$ cat config.mk
export PLATFORM = sky130hd
export DESIGN_NAME = inst_fetch
export DESIGN_NICKNAME = d
export VERILOG_FILES = /design/src/rtl/inst_fetch.sv
export SDC_FILE = /design/constraint.sdc
export NUM_CORES = 1
export LEC_CHECK = 0
export ABC_AREA = 1
export CAP_MARGIN = 20
export CELL_PAD_IN_SITES_DETAIL_PLACEMENT = 0
export CELL_PAD_IN_SITES_GLOBAL_PLACEMENT = 1
export CORE_AREA = 2 2 205 166
export CTS_CLUSTER_DIAMETER = 50
export CTS_CLUSTER_SIZE = 20
export DETAILED_ROUTE_END_ITERATION = 7
export DIE_AREA = 0 0 207 168
export PLACE_DENSITY_LB_ADDON = 0.1
export REMOVE_ABC_BUFFERS = 1
export SLEW_MARGIN = 20
export SYNTH_ARGS = -nofsm -noshare
export SYNTH_HDL_FRONTEND = slang
export SYNTH_SLANG_ARGS = --single-unit
export TNS_END_PERCENT = 50
$ cat constraint.sdc
create_clock -name clk -period 2.7 [get_ports clk]
set_input_delay 0.81 -clock clk [delete_from_list [all_inputs] [get_ports clk]]
set_output_delay 0.81 -clock clk [all_outputs]
set_load 0.1 [all_outputs]
$ cat src/rtl/inst_fetch.sv
// -----------------------------------------------------------------------------
// inst_fetch -- instruction-fetch stage with IF/ID pipeline register.
//
// Drives the fetch PC to an instruction memory that answers combinationally.
// On every clock edge it chooses the next PC and loads the IF/ID register that
// feeds decode.
//
// Parameters
//   RESET_PC   first fetch address after reset
//   ROM_WORDS  instruction-memory depth in words (out-of-range detection)
//
// Ports
//   clk            single clock, rising edge
//   rst_n          asynchronous active-low reset
//   stall          hold pc and IF/ID (load-use hazard)
//   flush          invalidate IF/ID on the next edge
//   branch_taken   conditional branch resolved taken in ID
//   branch_imm     signed branch offset in words
//   jump           J/JAL redirect from ID
//   jump_index     J-format 26-bit target index
//   jr             register-jump redirect from ID
//   jr_target      register-jump target address
//   imem_addr      fetch address to instruction memory (equals pc)
//   imem_data      instruction word returned for imem_addr
//   pc             current fetch PC
//   ifid_inst      registered instruction for decode
//   ifid_pc_plus4  registered PC+4 of ifid_inst
//   ifid_valid     ifid_inst holds a real fetched instruction
//   fetch_oob      sticky: a fetch was issued at pc >= ROM_WORDS*4
//
// Handshake: there is no valid/ready pair here. Decode consumes IF/ID
// whenever ifid_valid=1 and stall=0; stall=1 means decode is not ready, so
// the stage presents the same instruction again on the next cycle.
//
// IF/ID occupancy is a two-state machine (EMPTY/VALID). The state register
// is driven straight onto ifid_valid, so the machine state is directly
// observable at the port: 0 = EMPTY, 1 = VALID.
// -----------------------------------------------------------------------------
module inst_fetch #(
    parameter logic [31:0] RESET_PC  = 32'h0000_0000,
    parameter int unsigned ROM_WORDS = 32
) (
    input  logic        clk,
    input  logic        rst_n,
    input  logic        stall,
    input  logic        flush,
    input  logic        branch_taken,
    input  logic [15:0] branch_imm,
    input  logic        jump,
    input  logic [25:0] jump_index,
    input  logic        jr,
    input  logic [31:0] jr_target,
    output logic [31:0] imem_addr,
    input  logic [31:0] imem_data,
    output logic [31:0] pc,
    output logic [31:0] ifid_inst,
    output logic [31:0] ifid_pc_plus4,
    output logic        ifid_valid,
    output logic        fetch_oob
);

    typedef enum logic {
        IFID_EMPTY = 1'b0,
        IFID_VALID = 1'b1
    } ifid_state_e;

    // One bit wider than the PC so the byte limit cannot wrap for large depths.
    localparam logic [32:0] ROM_LIMIT = 33'(ROM_WORDS) * 33'd4;

    // ------------------------------------------------------------------
    // State
    // ------------------------------------------------------------------
    logic [31:0] pc_q,            pc_d;
    logic [31:0] ifid_inst_q,     ifid_inst_d;
    logic [31:0] ifid_pc_plus4_q, ifid_pc_plus4_d;
    ifid_state_e ifid_state_q,    ifid_state_d;
    logic        fetch_oob_q,     fetch_oob_d;

    // ------------------------------------------------------------------
    // Target arithmetic
    // ------------------------------------------------------------------
    logic [31:0] pc_plus4;
    logic [31:0] branch_offset;
    logic [31:0] branch_target;
    logic [31:0] jump_target;
    logic [31:0] jr_target_aligned;
    logic        redirect;
    logic        oob_now;

    assign pc_plus4      = pc_q + 32'd4;

    // Word offset -> byte offset: sign-extend then shift left by two.
    assign branch_offset = {{14{branch_imm[15]}}, branch_imm, 2'b00};

    // Branch and jump targets are relative to the instruction in decode,
    // which is the one held in IF/ID, not the one currently being fetched.
    assign branch_target = ifid_pc_plus4_q + branch_offset;
    assign jump_target   = {ifid_pc_plus4_q[31:28], jump_index, 2'b00};

    // A register jump may carry a misaligned address; drop the byte bits.
    assign jr_target_aligned = jr_target & ~32'd3;

    assign redirect = jr | jump | branch_taken;
    assign oob_now  = ({1'b0, pc_q} >= ROM_LIMIT);

    // ------------------------------------------------------------------
    // Next-state logic
    // ------------------------------------------------------------------
    always_comb begin
        pc_d            = pc_q;
        ifid_inst_d     = ifid_inst_q;
        ifid_pc_plus4_d = ifid_pc_plus4_q;
        ifid_state_d    = ifid_state_q;
        fetch_oob_d     = fetch_oob_q;

        // Next PC. Redirects sit above stall: a resolved control transfer
        // must not be lost just because decode is holding for a hazard.
        if (jr) begin
            pc_d = jr_target_aligned;
        end else if (jump) begin
            pc_d = jump_target;
        end else if (branch_taken) begin
            pc_d = branch_target;
        end else if (!stall) begin
            pc_d = pc_plus4;
        end

        // IF/ID occupancy. The instruction fetched in the redirect cycle is
        // on the wrong path (there is no delay slot), so it is dropped.
        case (ifid_state_q)
            IFID_EMPTY, IFID_VALID: begin
                if (redirect || flush) begin
                    ifid_state_d    = IFID_EMPTY;
                    ifid_inst_d     = 32'd0;
                    ifid_pc_plus4_d = 32'd0;
                end else if (!stall) begin
                    ifid_state_d    = IFID_VALID;
                    ifid_inst_d     = imem_data;
                    ifid_pc_plus4_d = pc_plus4;
                end
            end
            default: begin
                ifid_state_d    = IFID_EMPTY;
                ifid_inst_d     = 32'd0;
                ifid_pc_plus4_d = 32'd0;
            end
        endcase

        // A stalled edge does not consume the fetch, so it does not count
        // as an out-of-range access. Once set the flag only clears on reset.
        if (!stall && oob_now) begin
            fetch_oob_d = 1'b1;
        end
    end

    // ------------------------------------------------------------------
    // State registers
    // ------------------------------------------------------------------
    always_ff @(posedge clk or negedge rst_n) begin
        if (!rst_n) begin
            pc_q            <= RESET_PC;
            ifid_inst_q     <= 32'd0;
            ifid_pc_plus4_q <= 32'd0;
            ifid_state_q    <= IFID_EMPTY;
            fetch_oob_q     <= 1'b0;
        end else begin
            pc_q            <= pc_d;
            ifid_inst_q     <= ifid_inst_d;
            ifid_pc_plus4_q <= ifid_pc_plus4_d;
            ifid_state_q    <= ifid_state_d;
            fetch_oob_q     <= fetch_oob_d;
        end
    end

    // ------------------------------------------------------------------
    // Outputs
    // ------------------------------------------------------------------
    assign pc            = pc_q;
    assign imem_addr     = pc_q;
    assign ifid_inst     = ifid_inst_q;
    assign ifid_pc_plus4 = ifid_pc_plus4_q;
    assign ifid_valid    = (ifid_state_q == IFID_VALID);
    assign fetch_oob     = fetch_oob_q;

endmodule

==> flow_summary_export.csv <==
group,metric,value,unit
run_status,status,"finished, final reports clean",
die,rows,60,
die,die_y,168,um
clock_tree,clkTransAtPathRegs,70,ps
synth,synth-warning-count,0,
synth,synth_top_family_by_area,"simple AND/OR/NAND/NOR gates",
critical_path,r2r_end,"imem_addr[13]$_DFFE_PN0P_",
timing,clock_skew,10.5,ps
timing,hold_violations,0,
run,cap_violations,0,
placed_design,place_ws,-484,ps
power,peakVddDrop,0.432,mV
die,ios,243,
routing,routed_via_density,4.54,
die,start_util,24.5,%
critical_path,critPathLaunch,"branch_imm[0]",
synth,syn-instance-count,1260,
synth,ys_dominant_reg_cell,"dfrtp_1",
die,die_w,207,um
cells_and_area,drive_gt1_share,22.0,%
routing,drt_iter0_drc,547,
global_route,grt_max_degree,65,
critical_path,path_max_fanout,4,
timing,fin_crit,2590,ps
synth,synth_cell_types,43,
die,die_area,34800,um^2
critical_path,rrSetupSlack,390,ps
timing,timing.hold.ws,402,ps
global_route,gr-total-overflow,0,
clock_tree,cts_tree,"done",
synth,synth-seq-cells,98,
synth,synth-xor-area-share,2.70,%
timing,max-slew-margin-rel,67.5,%
placed_design,routabilityCongestion,0.839,
clock_tree,cts.sink_count,98,
power,power.density,437,nW/um^2
critical_path,r2r-start,"imem_addr[8]$_DFFE_PN0P_",
cells_and_area,nets,1660,
global_route,grt_pass1_wl,52.4,mm
critical_path,end_kind,"flop",
critical_path,cpPeakStageDelay,410,ps
die,coreArea,33000,um^2
power,p_leak,0.00603,uW
clock_tree,cts_hold_buf,0,
routing,ant_nets,0,
critical_path,cp-start-kind,"input pin",
synth,synth_compound_gate_area_share,10.2,%
timing,period_share,96.0,%
synth,synth_edf_count,0,
routing,vias,8869,
synth,avgSynthCellArea,6.43,um^2
critical_path,cp.arrival,2830,ps
critical_path,path_cells,"clkdlybuf4s50_1 -> ha_2 -> fa_2 -> nand3_2 -> nand3_4 -> buf_4 -> buf_4 -> xnor2_1 -> buf_4 -> a21oi_1 -> o221ai_1 -> o21ai_0",
clock_tree,insertion_delay,370,ps
critical_path,crit_family,"buffers and inverters",
critical_path,cp_slowest_cell,"clkdlybuf4s50_1",
routing,dr.pass1.iters,5,
timing,worst_pin_slew,488,ps
placed_design,hpwl,27.7,mm
critical_path,path_common_cell,"buf_4",
routing,drt-total-wl,34.9,mm
global_route,antenna_found_initial,0,
critical_path,cp.buffers_inverters,4,
cells_and_area,final_cell_mix,"nand2_1 (390), buf_4 (203), nand3_1 (149)",
critical_path,reg2reg_depth,10,
clock_tree,cts-root-buf,"clkbuf_16",
critical_path,cp_data_required_time,2940,ps
timing,fmax,0.386,GHz
routing,wl_per_cell,17.9,um
global_route,track_usage,19.8,%
routing,route.detailed.drc,0,
timing,setup_slack,109,ps
synth,synth-simple-area-share,38.6,%
timing,setup_viol,0,
cells_and_area,final_common_cell,"nand2_1",
timing,drv_slew,0,
synth,ys_seq_area_share,30.3,%
synth,synth_area,8100,um^2
clock_tree,cts-buffers-inserted,9,
clock_tree,clk_path_buf_depth,2,
synth,synth_fa_ha_area_share,5.04,%
synth,synth_mux_area_share,0,%
cells_and_area,n_antenna_cell,0,
synth,async_flop_share,100,%
clock_tree,htreeDepth,3,
global_route,grt_pass1_vias,8276,
cells_and_area,syn2layout_area_growth,43.9,%
placed_design,numPortBuffers,240,
worst_hold_path,worstHoldPathType,"in2async",
critical_path,path_class,"in2reg",
## cell usage after synthesis (all sizes together) (2+ instances only)
cell type,count,area (um^2)
nand2,419,1600
nand3,158,801
inv,147,552
nor2,110,468
dfrtp,98,2450
a21oi,73,369
o21ai,58,290
buf,55,357
ha,31,388
clkbuf,24,140
nor3,20,153
xor2,19,166
nand4,9,56.3
nor4,6,37.5
o211ai,6,45.0
xnor2,6,52.6
o21bai,5,37.5
a21o,3,22.5
a22oi,2,15.0
a31oi,2,12.5
## kinds of logic after synthesis
| kind of cell | after synthesis |
|---|---|
| adder cells (fa/ha/maj) | 32 |
| AO/OA/AOI/OAI | 153 |
| flip-flops | 98 |
| XOR/XNOR | 25 |
| buffers and inverters | 228 |
| AND/OR/NAND/NOR | 724 |
## power by group
| part | switching [uW] | internal, uW |
|---|---|---|
| clock | 609 | 808 |
| combinational | 1450 | 564 |
| sequential | 137 | 1530 |
## worst max path at each step
stage                                         to  cells after the start  slack, ps
floorplan           ifid_pc_plus4[4]$_DFFE_PN0P_                      5      -3730
global placement       imem_addr[22]$_DFFE_PN0P_                     15       -490
detailed placement     imem_addr[20]$_DFFE_PN0P_                     14       -480
CTS                    imem_addr[27]$_DFFE_PN0P_                     16        -40
global route           imem_addr[27]$_DFFE_PN0P_                     16        -20
finish                  imem_addr[6]$_DFFE_PN0P_                     12        110
## layer usage
metal / track usage, % / routed length [um] / up-vias
met3: 3.19 / 1910 / 14
li1: - / - / 4514
met5: 0 / 0 / -
met1: 30.0 / 17600 / 4100
met4: 2.67 / 260 / 0
met2: 29.9 / 15100 / 241
## per-stage QoR
stage | setup TNS, ps | total power, uW | instance area, um^2 | std cells | utilization (%)
2_1_floorplan | -198800 | 2900 | 7580 | 1179 | -
3_3_place_gp | -9710 | 3680 | 11000 | 1936 | 33.2
3_5_place_dp | -10020 | 3670 | 11000 | 1936 | 33.2
4_1_cts | -67.3 | 5120 | 11300 | 1951 | 34.3
5_1_grt | -24.6 | 5320 | 11700 | 1953 | 35.3
6_report | 0 | 5090 | 11700 | 1953 | 35.3
## registers in the layout, summed over array words and instances, names as in the netlist
signal         cells
ifid_valid         1
ifid_pc_plus4     32
fetch_oob          1
imem_addr         32
ifid_inst         32
## timing repair
action	4_1_cts	5_1_grt
buffers inserted	0	1
pin swaps	0	7
gates resized for setup	12	68
setup endpoints to repair	12	20
gates cloned	0	1
## final cells by class
type,count,area (um^2)
tap,434,543
multi-input combinational,934,4930
clock inverter,3,65.1
timing repair buffer,325,2880
clock buffer,12,236
inverter,147,552
fill,3668,21400
sequential,98,2450
No activity file was read; power rests on OpenSTA's default activity.
